==> src/rtl/irq_ctrl_pkg.sv <==
// Shared definitions for the interrupt controller: register offsets,
// handshake state encoding and the bridge slot this block occupies.
package irq_ctrl_pkg;

    localparam logic [1:0] IRQ_MASK  = 2'd0;
    localparam logic [1:0] IRQ_MODE  = 2'd1;
    localparam logic [1:0] IRQ_PEND  = 2'd2;
    localparam logic [1:0] IRQ_CLAIM = 2'd3;

    localparam logic [31:0] IRQ_SLOT_BASE = 32'h0000_7F40;

    localparam int CLAIM_ID_W = 5;

    typedef enum logic [1:0] {
        IDLE    = 2'd0,
        ASSERT  = 2'd1,
        SERVICE = 2'd2
    } irq_state_t;

    // Claim register layout: valid flag in bit 31, source id in the low bits.
    function automatic logic [31:0] claimWord(input logic valid, input logic [CLAIM_ID_W-1:0] id);
        return {valid, {(31-CLAIM_ID_W){1'b0}}, id};
    endfunction

endpackage

==> src/rtl/irq_prio_enc.sv <==
// Combinational fixed-priority encoder: bit 0 of the request vector wins.
module irq_prio_enc #(
    parameter int N    = 6,
    parameter int ID_W = 3
) (
    input  logic [N-1:0]    i_req,
    output logic            o_valid,
    output logic [ID_W-1:0] o_id
);

    // Scan from the top down so the lowest set index is the last assignment.
    always_comb begin
        o_valid = |i_req;
        o_id    = '0;
        for (int i = N - 1; i >= 0; i--) begin
            if (i_req[i]) begin
                o_id = ID_W'(i);
            end
        end
    end

endmodule

==> src/rtl/irq_ctrl.sv <==
// Programmable interrupt controller: pending/mask/mode registers, fixed-priority
// selection and a claim/EOI handshake driving a one-hot HWInt request.
module irq_ctrl
    import irq_ctrl_pkg::*;
#(
    parameter int               N_SRC    = 6,
    parameter logic [N_SRC-1:0] RST_MASK = '0,
    parameter logic [N_SRC-1:0] RST_MODE = '0
) (
    input  logic             clk,
    input  logic             reset,
    input  logic [N_SRC-1:0] src_irq,
    input  logic [1:0]       Addr,
    input  logic             WE,
    input  logic             RE,
    input  logic [31:0]      Din,
    output logic [31:0]      Dout,
    output logic [N_SRC-1:0] HWInt
);

    localparam int ID_W = (N_SRC > 1) ? $clog2(N_SRC) : 1;

    logic [N_SRC-1:0] r_mask;
    logic [N_SRC-1:0] r_mode;
    logic [N_SRC-1:0] r_pend;
    logic [N_SRC-1:0] r_srcQ;
    logic [N_SRC-1:0] r_hwInt;
    logic [ID_W-1:0]  r_winId;
    irq_state_t       r_state;

    logic [N_SRC-1:0] w_edgeHit;
    logic [N_SRC-1:0] w_pendNow;
    logic [N_SRC-1:0] w_eligible;
    logic [N_SRC-1:0] w_w1c;
    logic [N_SRC-1:0] w_claimClr;
    logic [N_SRC-1:0] w_pendNext;
    logic             w_encValid;
    logic [ID_W-1:0]  w_encId;
    logic [ID_W-1:0]  w_winNext;
    logic             w_claim;
    irq_state_t       w_stateNext;
    logic             w_unusedDin;

    assign w_unusedDin = ^Din[31:N_SRC];

    // Edge bits live in r_pend; level bits follow the sampled line directly.
    // r_pend is forced to 0 for level bits, so switching level->edge starts clear.
    assign w_edgeHit  = src_irq & ~r_srcQ;
    assign w_pendNow  = (r_mode & r_pend) | (~r_mode & r_srcQ);
    assign w_eligible = w_pendNow & r_mask;
    assign w_w1c      = (WE && Addr == IRQ_PEND) ? Din[N_SRC-1:0] : '0;
    assign w_claimClr = w_claim ? (N_SRC'(1) << r_winId) : '0;
    assign w_pendNext = r_mode & (w_edgeHit | (r_pend & ~(w_w1c | w_claimClr)));

    irq_prio_enc #(
        .N    (N_SRC),
        .ID_W (ID_W)
    ) u_prioEnc (
        .i_req   (w_eligible),
        .o_valid (w_encValid),
        .o_id    (w_encId)
    );

    always_comb begin
        w_stateNext = r_state;
        w_winNext   = r_winId;
        w_claim     = 1'b0;
        unique case (r_state)
            IDLE: begin
                if (w_encValid) begin
                    w_stateNext = ASSERT;
                    w_winNext   = w_encId;
                end
            end
            ASSERT: begin
                if (RE && Addr == IRQ_CLAIM) begin
                    w_claim     = 1'b1;
                    w_stateNext = SERVICE;
                end else if (!w_eligible[r_winId]) begin
                    w_stateNext = IDLE;
                end else begin
                    w_winNext = w_encId;
                end
            end
            SERVICE: begin
                if (WE && Addr == IRQ_CLAIM) begin
                    w_stateNext = IDLE;
                end
            end
            default: w_stateNext = IDLE;
        endcase
    end

    // HWInt is registered from the next state so it tracks ASSERT exactly.
    always_ff @(posedge clk) begin
        if (reset) begin
            r_mask  <= RST_MASK;
            r_mode  <= RST_MODE;
            r_pend  <= '0;
            r_srcQ  <= '0;
            r_state <= IDLE;
            r_winId <= '0;
            r_hwInt <= '0;
        end else begin
            r_srcQ  <= src_irq;
            r_pend  <= w_pendNext;
            r_state <= w_stateNext;
            r_winId <= w_winNext;
            r_hwInt <= (w_stateNext == ASSERT) ? (N_SRC'(1) << w_winNext) : '0;
            if (WE && Addr == IRQ_MASK) begin
                r_mask <= Din[N_SRC-1:0];
            end
            if (WE && Addr == IRQ_MODE) begin
                r_mode <= Din[N_SRC-1:0];
            end
        end
    end

    always_comb begin
        Dout = '0;
        unique case (Addr)
            IRQ_MASK:  Dout[N_SRC-1:0] = r_mask;
            IRQ_MODE:  Dout[N_SRC-1:0] = r_mode;
            IRQ_PEND:  Dout[N_SRC-1:0] = w_pendNow;
            IRQ_CLAIM: begin
                if (r_state == ASSERT) begin
                    Dout = claimWord(1'b1, CLAIM_ID_W'(r_winId));
                end
            end
            default:   Dout = '0;
        endcase
    end

    assign HWInt = r_hwInt;

endmodule

==> config.mk <==
export PLATFORM = sky130hd
export DESIGN_NAME = irq_ctrl
export DESIGN_NICKNAME = d
export VERILOG_FILES = /design/src/rtl/irq_ctrl_pkg.sv /design/src/rtl/irq_prio_enc.sv /design/src/rtl/irq_ctrl.sv
export SDC_FILE = /design/constraint.sdc
export NUM_CORES = 1
export LEC_CHECK = 0
export CORE_UTILIZATION = 47
export DETAILED_ROUTE_END_ITERATION = 10
export PLACE_DENSITY = 0.86
export SKIP_CTS_REPAIR_TIMING = 1
export SYNTH_ARGS = -nofsm -noshare
export SYNTH_HDL_FRONTEND = slang
export SYNTH_SLANG_ARGS = --single-unit
==> constraint.sdc <==
create_clock -name clk -period 5.7 [get_ports clk]
set_clock_uncertainty 0.05 [all_clocks]
set_input_delay 1.425 -clock clk [delete_from_list [all_inputs] [get_ports clk]]
set_output_delay 1.425 -clock clk [all_outputs]
set_load 0.02 [all_outputs]
---- Word-level counts from Yosys, hierarchy flattened ----
Index checks and enable logic that the tools add are counted.
W data, S select, Z words.
operators by class
  bitwise operators ....................... 13
  eq/ne operators ......................... 6
  mux-type cells .......................... 24
  reduce and logical (&&, ||, !) cells .... 9
  shift-type cells ........................ 2
  order comparisons ....................... 1
operators with widths
  cell                   number
  $and A6 B6 Y6          6
  $mux W32               1
  $mux W3                9
  $mux W26               1
  $pmux W6 S4            1
  $not A6 Y6             3
  $or A6 B6 Y6           3
  $mux W6                2
  $shl A1 B3 Y6 const A  2
  $mux W2                4
  $eq A2 B1 Y1 const B   3
  $eq A2 B2 Y1 const B   3
  $pmux W2 S3            1
  $pmux W3 S2            1
  $reduce_or A6 Y1       1
  $logic_and A1 B1 Y1    5
  $logic_not A2 Y1       2
  $lt A3 B4 Y1 const B   1
  $bmux W1 S3            1
  $mux W1                3
  $reduce_or A2 Y1       1
  $not A1 Y1             1
storage, ports and cells
  logic and storage cells ................. 62
  register bits ........................... 35
  input port bits ......................... 44

---- Depth between registers and ports, before layout ----
Gate-level depths: netlist (run 1).
  depth in word-level cells ............... 14
  mapped depth ............................ 7

---- By module ----
A second synthesis (run 1) with hierarchy kept.
unflattened totals
  cells, all modules ...................... 261
  area, all modules ....................... 2,090.8 µm²
modules (own cells, without submodules)
  module        sequential area each (µm²)  cells each  times used  area an instance (µm²)
  irq_ctrl      700.7                       251         1           2,038.2
  irq_prio_enc  0.0                         10          1           52.6

---- Worst setup path after synthesis (run 1) ----
OpenSTA, ideal clock, no wires.
  path type ............................... input port to output port
  start ................................... in Addr[1]
  end ..................................... out Dout[4]
  path buffers ............................ 2
  data required time ...................... 4.225 ns
  stages .................................. 5
  path slack .............................. 1.740 ns
  arrival ................................. 2.485 ns
  cells stage by stage .................... buf_2 clkbuf_1 nand2_1 o22a_1 o22ai_1
between the ends
  longest elaborated chain between the ends .. 2
RTL lines
  what                                        line             text
  from (decl)                                 irq_ctrl.sv:13   input logic [1:0] Addr,
  $eq A2 B2 Y1, or another cell as far along  irq_ctrl.sv:121  unique case (Addr)
  $pmux W6 S4 (*)                             irq_ctrl.sv:121
  to (decl)                                   irq_ctrl.sv:17   output logic [31:0] Dout,
Every way passes the cells marked *; elsewhere a longest branch is shown, timed or not.

---- Worst setup path after layout (run 1) ----
  start ................................... in Addr[1]
  end ..................................... out Dout[2]
Same word-level chain as after synthesis.

==> results.md, run 1 <==
Clock network:
- The cell at the root of the clock tree is sky130_fd_sc_hd__clkbuf_8.
- Clock-pin slew was measured on the worst setup and hold paths at 0.07 ns.
- TritonCTS created 5 clock buffers.
- Counting every sink on the clock net gives 35.
- The clock insertion delay at the later pin of the skew report is between 0.2 and 0.3 ns.
- TritonCTS built the clock tree.
- The maximum buffer depth of the clock tree is 2.
- The maximum level of the CTS H-tree is 2.

Yosys:
- The proportion of synthesized area in mux cells is 0.09390.
- The main flop type after synthesis is sky130_fd_sc_hd__dfxtp_1.
- The area share of the largest cell type after synthesis is 0.3415.
- The average instance area after synthesis is 8.550 um2.
- The synthesized netlist occupies a cell area of 2052 um2.
- The share of the synthesized area in compound gates (AO/OA/AOI/OAI) is 0.2030.
- The synthesized design contains 0 enable-type register cells.
- The count of synthesis-stage warnings from yosys is 0.
- After synthesis, the cell types taking the most area are sky130_fd_sc_hd__dfxtp_1, sky130_fd_sc_hd__buf_4, sky130_fd_sc_hd__nand2_1.
- Of all cell types, the one taking the most synthesized area is sky130_fd_sc_hd__dfxtp_1.
- The xor-xnor portion of the synthesized cell area is 0.
- After synthesis, the largest family of logic cells by area is simple AND/OR/NAND/NOR gates.
- The count of cell types in the netlist is between 40 and 50.
- The synthesized design contains 35 register bits.
- Of the total synthesized cell area, the portion taken by AND, OR, NAND and NOR gates is 0.2183.
- The adder and majority cell fraction of the synthesized area is 0.
- In the synthesized netlist the async set-or-reset flop fraction comes to 0.
- In the synthesized netlist, the number of instances is 240.
- Of the synthesized area, sequential elements account for 0.3415.

Routing:
- The number of remaining DRC errors is 0.
- In the routed layout, each cell is associated on average with a via count of 5.451.
- The routed wirelength normalized by instance count is between 10 and 15 um.
- The detailed router placed roughly 1700 vias in this run.
- The number of violations reported at the end of detailed-routing iteration 0 is 99.
- The first-pass iteration count of the detailed router is 4.
- Summed over all layers, the routed wires come to ~4.7 mm.
- The number of nets with antenna violations after routing is 0.

Placed design:
- The routability congestion estimate from global placement is slightly above 0.9.
- The placed wire-length estimate after detailed placement is 3.414 mm.
- The worst slack after detailed placement is between 0.7 and 0.8 ns.
- The count of port buffers added during placement is 30.

Timing:
- Setup repair after global routing left no endpoint under its margin.
- Of the available clock period, the critical path in the final layout requires 0.8787.
- In this run the tightest slew margin relative to its limit is 0.3279.
- The final number of setup-violating endpoints is 0.
- The maximum clock rate is 199.7 MHz.
- The minimum setup slack in the final design is between 0.6 and 0.7 ns.
- The max-slew violation count is 0.
- The routed design could run at a clock period as short as ~5.0 ns.
- The worst-margin pin slew is just over 1 ns.
- The count of final hold-check violations was 0.
- The final-layout worst hold slack is approximately 0.45 ns.
- The setup TNS after final layout is 0 ns.

Setup path:
- The startpoint type of the worst setup path is an input port.
- The data arrival time of the worst path is ~3.5 ns.
- The biggest fanout along the worst timing path is 13.
- The setup path with the least slack is of type input port to primary output.
- STA classifies the critical path endpoint as a primary output.
- For the worst setup path, the data required time is ~4.2 ns.

Floorplan:
- The die covers around 4600 um2.
- The floorplan die height is 68.08 um.
- The floorplan step set the die width to roughly 68 um.
- The top-level port count is slightly above 80.
- The initial utilization of the core area, before any placement, comes to 0.5021.
- The region available for standard cell placement spans slightly above 4000 um2.
- After floorplanning, the core was divided into 23 placement rows.

Global route:
- The number of global-route vias before repair is between 1500 and 2000.
- Entering global routing, the biggest net connects 27 pins.
- The global-route total usage across every layer is 0.2140.
- The initial antenna violation count is 0.
- The leftover overflow at the end of global routing is 0.
- The first-pass GRT wire length is slightly above 7 mm.

Layout:
- The share of post-route cells with drive strength above 1 is 0.09294.
- The area growth from synthesis to final layout is 17.32%.
- At the end of the flow the core is filled with cells to 0.5891.
- The number of nets in the finished design is ~310.
- The number of filler cells placed in the layout is approximately 370.
- The number of antenna diodes in the final layout is 0.

Power and ir drop:
- Dividing total power by cell area gives a power density of 240.1 nW/um2.
- The maximum vdd ir drop is between 100 and 150 uV.
- The leakage power is between 0.0008 and 0.0009 uW.

Hold path:
- The path category of the worst min-delay check is flop to flop.

Flow run:
- The tool flagged a number of max-cap violations equal to 0.

Run status:
- The run finished with clean final reports.
## logic make-up after synthesis
kind of cell	Yosys count
and+or+nand+nor	88
DFF	35
buffers and inverters	50
muxes	15
AOI/OAI and AO/OA	51
other	1
## path summary, 6_finish.rpt
check / start / end / slack, ns / cells past startpoint
setup / recovery: Addr[1] / Dout[2] / 0.69 / 4
hold / removal: r_mode[3] / r_mode[3] / 0.45 / 2
hold reg to reg: r_mode[3] / r_mode[3] / 0.45 / 2
setup reg to reg: r_mode[4] / r_winId[1] / 3.59 / 5
## worst max-delay path, cell delays in order
cell and delay, ns:
sky130_fd_sc_hd__clkdlybuf4s50_1 0.79, sky130_fd_sc_hd__buf_4 0.25, sky130_fd_sc_hd__mux4_2 0.51, sky130_fd_sc_hd__clkdlybuf4s50_1 0.55
## layout make-up
type / instances / area, um2 / share of cell area
tap: 50 / 62.56 / 0.02599
clock buffer: 6 / 82.58 / 0.03430
inverter: 14 / 52.55 / 0.02183
sequential: 35 / 700.7 / 0.2911
multi-input combinational: 179 / 1151 / 0.4782
clock inverter: 2 / 35.03 / 0.01455
timing repair buffer: 33 / 322.8 / 0.1341
## stage by stage
stage               cell area (um2)  total power (uW)  std cells
floorplan                      2142             333.1        264
global placement               2290             347.3        311
detailed placement             2290             349.3        311
CTS                            2407             582.4        319
global route                   2407             600.7        319
finish                         2407             578.0        319
## report_power, final
group          switching (uW)  internal (uW)
Combinational            52.7           35.1
Clock                    91.5            142
Sequential               6.45            251
## routing by layer
metal / global-route usage / vias to the layer above / part of all wire
li1: - / 860 / -
met1: 0.2710 / 802 / 0.44
met2: 0.3444 / 68 / 0.48
met3: 0.04500 / 9 / 0.063
met4: 0.09896 / 0 / 0.015
met5: 0 / - / 0
## cells in the final DEF (no fill, tap or decap), types with 2 or more instances in the layout
cell / netlist / layout
sky130_fd_sc_hd__o211ai_1: 2 / 2
sky130_fd_sc_hd__a32o_1: 2 / 2
sky130_fd_sc_hd__mux2i_1: 8 / 8
sky130_fd_sc_hd__a22oi_1: 3 / 3
sky130_fd_sc_hd__conb_1: 1 / 25
sky130_fd_sc_hd__dfxtp_1: 35 / 35
sky130_fd_sc_hd__and3_1: 3 / 3
sky130_fd_sc_hd__and2_0: 2 / 2
sky130_fd_sc_hd__o22ai_1: 3 / 3
sky130_fd_sc_hd__a32oi_1: 4 / 4
sky130_fd_sc_hd__a31oi_1: 4 / 4
sky130_fd_sc_hd__clkbuf_8: 0 / 6
sky130_fd_sc_hd__nand3_1: 11 / 11
sky130_fd_sc_hd__inv_1: 14 / 14
sky130_fd_sc_hd__a22o_1: 2 / 2
sky130_fd_sc_hd__o21ai_0: 3 / 3
sky130_fd_sc_hd__mux2_4: 2 / 2
sky130_fd_sc_hd__clkdlybuf4s50_1: 0 / 30
sky130_fd_sc_hd__nand2_1: 22 / 22
sky130_fd_sc_hd__nor4b_1: 2 / 2
sky130_fd_sc_hd__a21oi_1: 16 / 16
sky130_fd_sc_hd__mux2_2: 3 / 3
sky130_fd_sc_hd__nor2b_1: 12 / 12
sky130_fd_sc_hd__nor2_1: 19 / 19
sky130_fd_sc_hd__nor4_1: 2 / 2
sky130_fd_sc_hd__nor3_1: 6 / 6
sky130_fd_sc_hd__buf_4: 27 / 3
sky130_fd_sc_hd__nand2b_1: 3 / 3
## sequential cells by signal, indices dropped and copies added (netlist names)
register,cells
r_state,2
r_mode,6
HWInt,6
r_pend,6
r_mask,6
r_srcQ,6
r_winId,3
## synthesized netlist by cell type (3+ instances only)
cell type and number:
sky130_fd_sc_hd__and3_1 3, sky130_fd_sc_hd__mux2_2 3, sky130_fd_sc_hd__nor2_1 19, sky130_fd_sc_hd__o22ai_1 3, sky130_fd_sc_hd__mux2i_1 8, sky130_fd_sc_hd__inv_1 14
sky130_fd_sc_hd__nor2b_1 12, sky130_fd_sc_hd__a21oi_1 16, sky130_fd_sc_hd__a32oi_1 4, sky130_fd_sc_hd__nand2b_1 3, sky130_fd_sc_hd__a22oi_1 3, sky130_fd_sc_hd__dfxtp_1 35
sky130_fd_sc_hd__nand2_1 22, sky130_fd_sc_hd__o21ai_0 3, sky130_fd_sc_hd__nor3_1 6, sky130_fd_sc_hd__nand3_1 11, sky130_fd_sc_hd__buf_4 27, sky130_fd_sc_hd__clkbuf_1 7
sky130_fd_sc_hd__a31oi_1 4
(Power assumes the default switching activity.)
==> run 2, diff against run 1 <==
SKIP_CTS_REPAIR_TIMING = unset   (was 1)
==> results of run 2 <==
Final layout, timing and power as in run 1 (identical DEF).
==> run 3, diff against run 2 <==
CORE_UTILIZATION = 43   (was 47)
PLACE_DENSITY = 0.8   (was 0.86)
clock period = 4.7 ns   (was 5.7 ns; I/O delays follow)
==> run 3 against run 2 <==
Compared with the run above: the flow now finishes with violations (design-rule violations); die area is 9.0% higher; sequential cell count stayed put; total power is 14% higher; final area stayed put; cell count is 1.3% higher; routed wire length is 0.68% lower; clock power is 3% higher; critical path depth is 1 higher; worst hold slack worse by 0.0081 ns; count of clock-buffer cells in the layout is 2 higher; sequential power is 21% higher; via count is 2.0% higher; largest cell class unchanged.
==> results.md, run 3 (same netlist as run 1, synthesis figures left out) <==
Run status:
- Status: finished with violations (was finished, final reports clean).
- The final reports fail on design-rule violations.

Power and ir drop:
- The total power divided by cell area was 274.1 nW/um2 (was 240.1 nW/um2).
- The maximum vdd ir drop was 210.2 uV (was 146.3 uV).
- The leakage power came to 0.0008758 uW (was 0.0008759 uW).

Timing:
- Dividing the final minimum period by the clock period gives 0.9463.
- The relative slew slack came to 0.5193 (was 0.3279).
- The count of final hold-check violations is 0 (unchanged).
- RSZ-0062 raised after global routing: no (unchanged).
- The setup TNS after final layout was 0 ns (unchanged).
- The final number of setup-violating endpoints is 0 (unchanged).
- The max-slew violation count was 0 (unchanged).
- The worst-margin pin slew is 0.7180 ns (was 1.005 ns).
- The final-layout worst hold slack came to 0.4426 ns (was 0.4507 ns).
- The maximum clock rate is between 200 and 250 MHz.
- The time the final worst path needs with I/O delays and setup is between 4 and 5 ns.

Routing:
- The number of nets with antenna violations after routing is 0 (unchanged).
- The first-pass iteration count of the detailed router was 8 (was 4).
- The number of remaining DRC errors is 4 (was 0).
- The routed wirelength normalized by instance count is 14.39 um (was 14.67 um).
- The number of violations reported at the end of detailed-routing iteration 0 was 150 (was 99).
- The routed wire length is 4.649 mm (was 4.681 mm).
- The post-detailed-route via-to-cell ratio was 5.492 (was 5.451).
- The via count is 1774 (was 1739).

Layout:
- The number of nets in the finished design is 314 (was 312).
- The share of post-route cells with drive strength above 1 was 0.09594 (was 0.09294).
- The most common library cell in the layout ignoring fill and taps is sky130_fd_sc_hd__dfxtp_1 (unchanged).
- Leading cell types in the layout, fill and taps excluded: sky130_fd_sc_hd__dfxtp_1, sky130_fd_sc_hd__clkdlybuf4s50_1, sky130_fd_sc_hd__conb_1, sky130_fd_sc_hd__nand2_1, sky130_fd_sc_hd__nor2_1 (unchanged).
- The count of antenna diodes in the layout is 0 (unchanged).
- The area growth from synthesis to final layout is 17.32% (unchanged).
- The number of standard cells in the final layout excluding fillers is 323 (was 319).
- The area of all placed cells without fillers came to 2407 um2 (unchanged).
- The end-of-flow core utilization was 0.5380 (was 0.5891).

Clock network:
- The post-CTS setup repair buffer count is 0 (unchanged).
- The clock insertion delay at the later pin of the skew report is 0.29 ns (about the same).
- The cell at the root of the clock tree was sky130_fd_sc_hd__clkbuf_8 (unchanged).
- The TritonCTS sink count is 35 (unchanged).
- The CTS tree is yes (unchanged).
- The maximum level of the CTS H-tree came to 2 (unchanged).
- The CTS buffer count is 5 (unchanged).
- The cts-stage hold buffer count is 0 (unchanged).
- The quantity of gates resized following cts is 0 (unchanged).
- The maximum buffer depth of the clock tree came to 2 (unchanged).
- The clock transition at the registers of the reported paths is 0.06 ns (was 0.07 ns).

Global route:
- The initial antenna violation count is 0 (unchanged).
- The leftover overflow at the end of global routing is 0 (unchanged).
- The routing usage on met3 is 0.04986 (was 0.04500).
- The busiest metal layer after global routing is met2 (unchanged).
- The maximum number of pins on one net before global-route repair is 27 (unchanged).
- The met1 global-route usage is 0.2618 (was 0.2710).
- The global routing met2 resource utilization came to 0.3109 (was 0.3444).
- The number of global-route vias before repair was 1682 (was 1528).
- The first-pass GRT wire length is 7.755 mm (was 7.196 mm).
- The global-route total usage across every layer is 0.2010 (was 0.2140).

Setup path:
- The startpoint type of the worst setup path is an input port (unchanged).
- The type of the worst setup path is input port to primary output (unchanged).
- The data arrival time of the worst path is 3.22 ns (was 3.53 ns).
- The biggest fanout along the worst timing path was 14 (was 13).
- The required arrival time at the worst endpoint was 3.47 ns (was 4.22 ns).
- The count of cells along the worst register-to-register path is 5 (unchanged).
- The critical path endpoint category is a primary output (unchanged).

Hold path:
- The hold path depth is 2 (unchanged).
- The path category of the worst min-delay check was flop to flop (unchanged).

Flow run:
- The number of max-cap violations is 0 (unchanged).

Floorplan:
- The top-level port count was 82 (unchanged).
- The floorplan die height is 71.08 um (was 68.08 um).
- The cell row count is 24 (was 23).
- The placeable core area was 4474 um2 (was 4086 um2).
- The initial cell density of the core is 0.4586 (was 0.5021).
- The width of the die is 71.08 um (was 68.08 um).
- The area of the die was 5052 um2 (was 4634 um2).

Placed design:
- The placed instance count was 315 (was 311).
- The count of port buffers added during placement came to 30 (unchanged).
- The placed wire-length estimate after detailed placement is 3.413 mm (was 3.414 mm).
- The routability congestion estimate from global placement is 0.9021 (was 0.9355).
- The total placed instance area came to 2307 um2 (was 2290 um2).
==> run 3: worst max-delay path: stages <==
cell and delay [ns]:
sky130_fd_sc_hd__clkdlybuf4s50_1 0.80, sky130_fd_sc_hd__nor2b_1 0.32, sky130_fd_sc_hd__a21oi_1 0.12, sky130_fd_sc_hd__o22ai_1 0.17
sky130_fd_sc_hd__clkdlybuf4s50_1 0.63
==> run 3: area by class of cell <==
cell class	instances	area [um2]
tap	52	65.06
inverter	14	52.55
clock buffer	8	100.1
sequential	35	700.7
multi-input combinational	179	1151
fill	419	2067
timing repair buffer	35	337.8
==> run 3: where the power goes <==
part | leakage [uW] | switching (uW) | total, uW | internal, uW
Clock | 0.0000515 | 107 | 240 | 134
Combinational | 0.000540 | 64.0 | 108 | 43.6
Sequential | 0.000285 | 7.65 | 312 | 304
==> run 3: path summary, 6_finish.rpt <==
check,from,to,slack (ns)
setup reg to reg,r_winId[1],HWInt[1],2.58
hold / removal,r_mode[3],r_mode[3],0.44
hold reg to reg,r_mode[3],r_mode[3],0.44
setup / recovery,Addr[1],Dout[3],0.25
==> run 3: routing by layer <==
layer	part of all wire	routed length, um
met4	0.016	73
met1	0.45	2084
met5	0	0
met3	0.068	318
met2	0.47	2173
==> run 3: through the flow <==
| stage | power (uW) | setup slack [ns] |
|---|---|---|
| detailed placement | 424.9 | 0.2338 |
| global route | 689.5 | 0.06861 |
| global placement | 422.7 | 0.2430 |
| finish | 659.9 | 0.2523 |
| CTS | 662.6 | 0.2188 |
| floorplan | 404.0 | 1.240 |
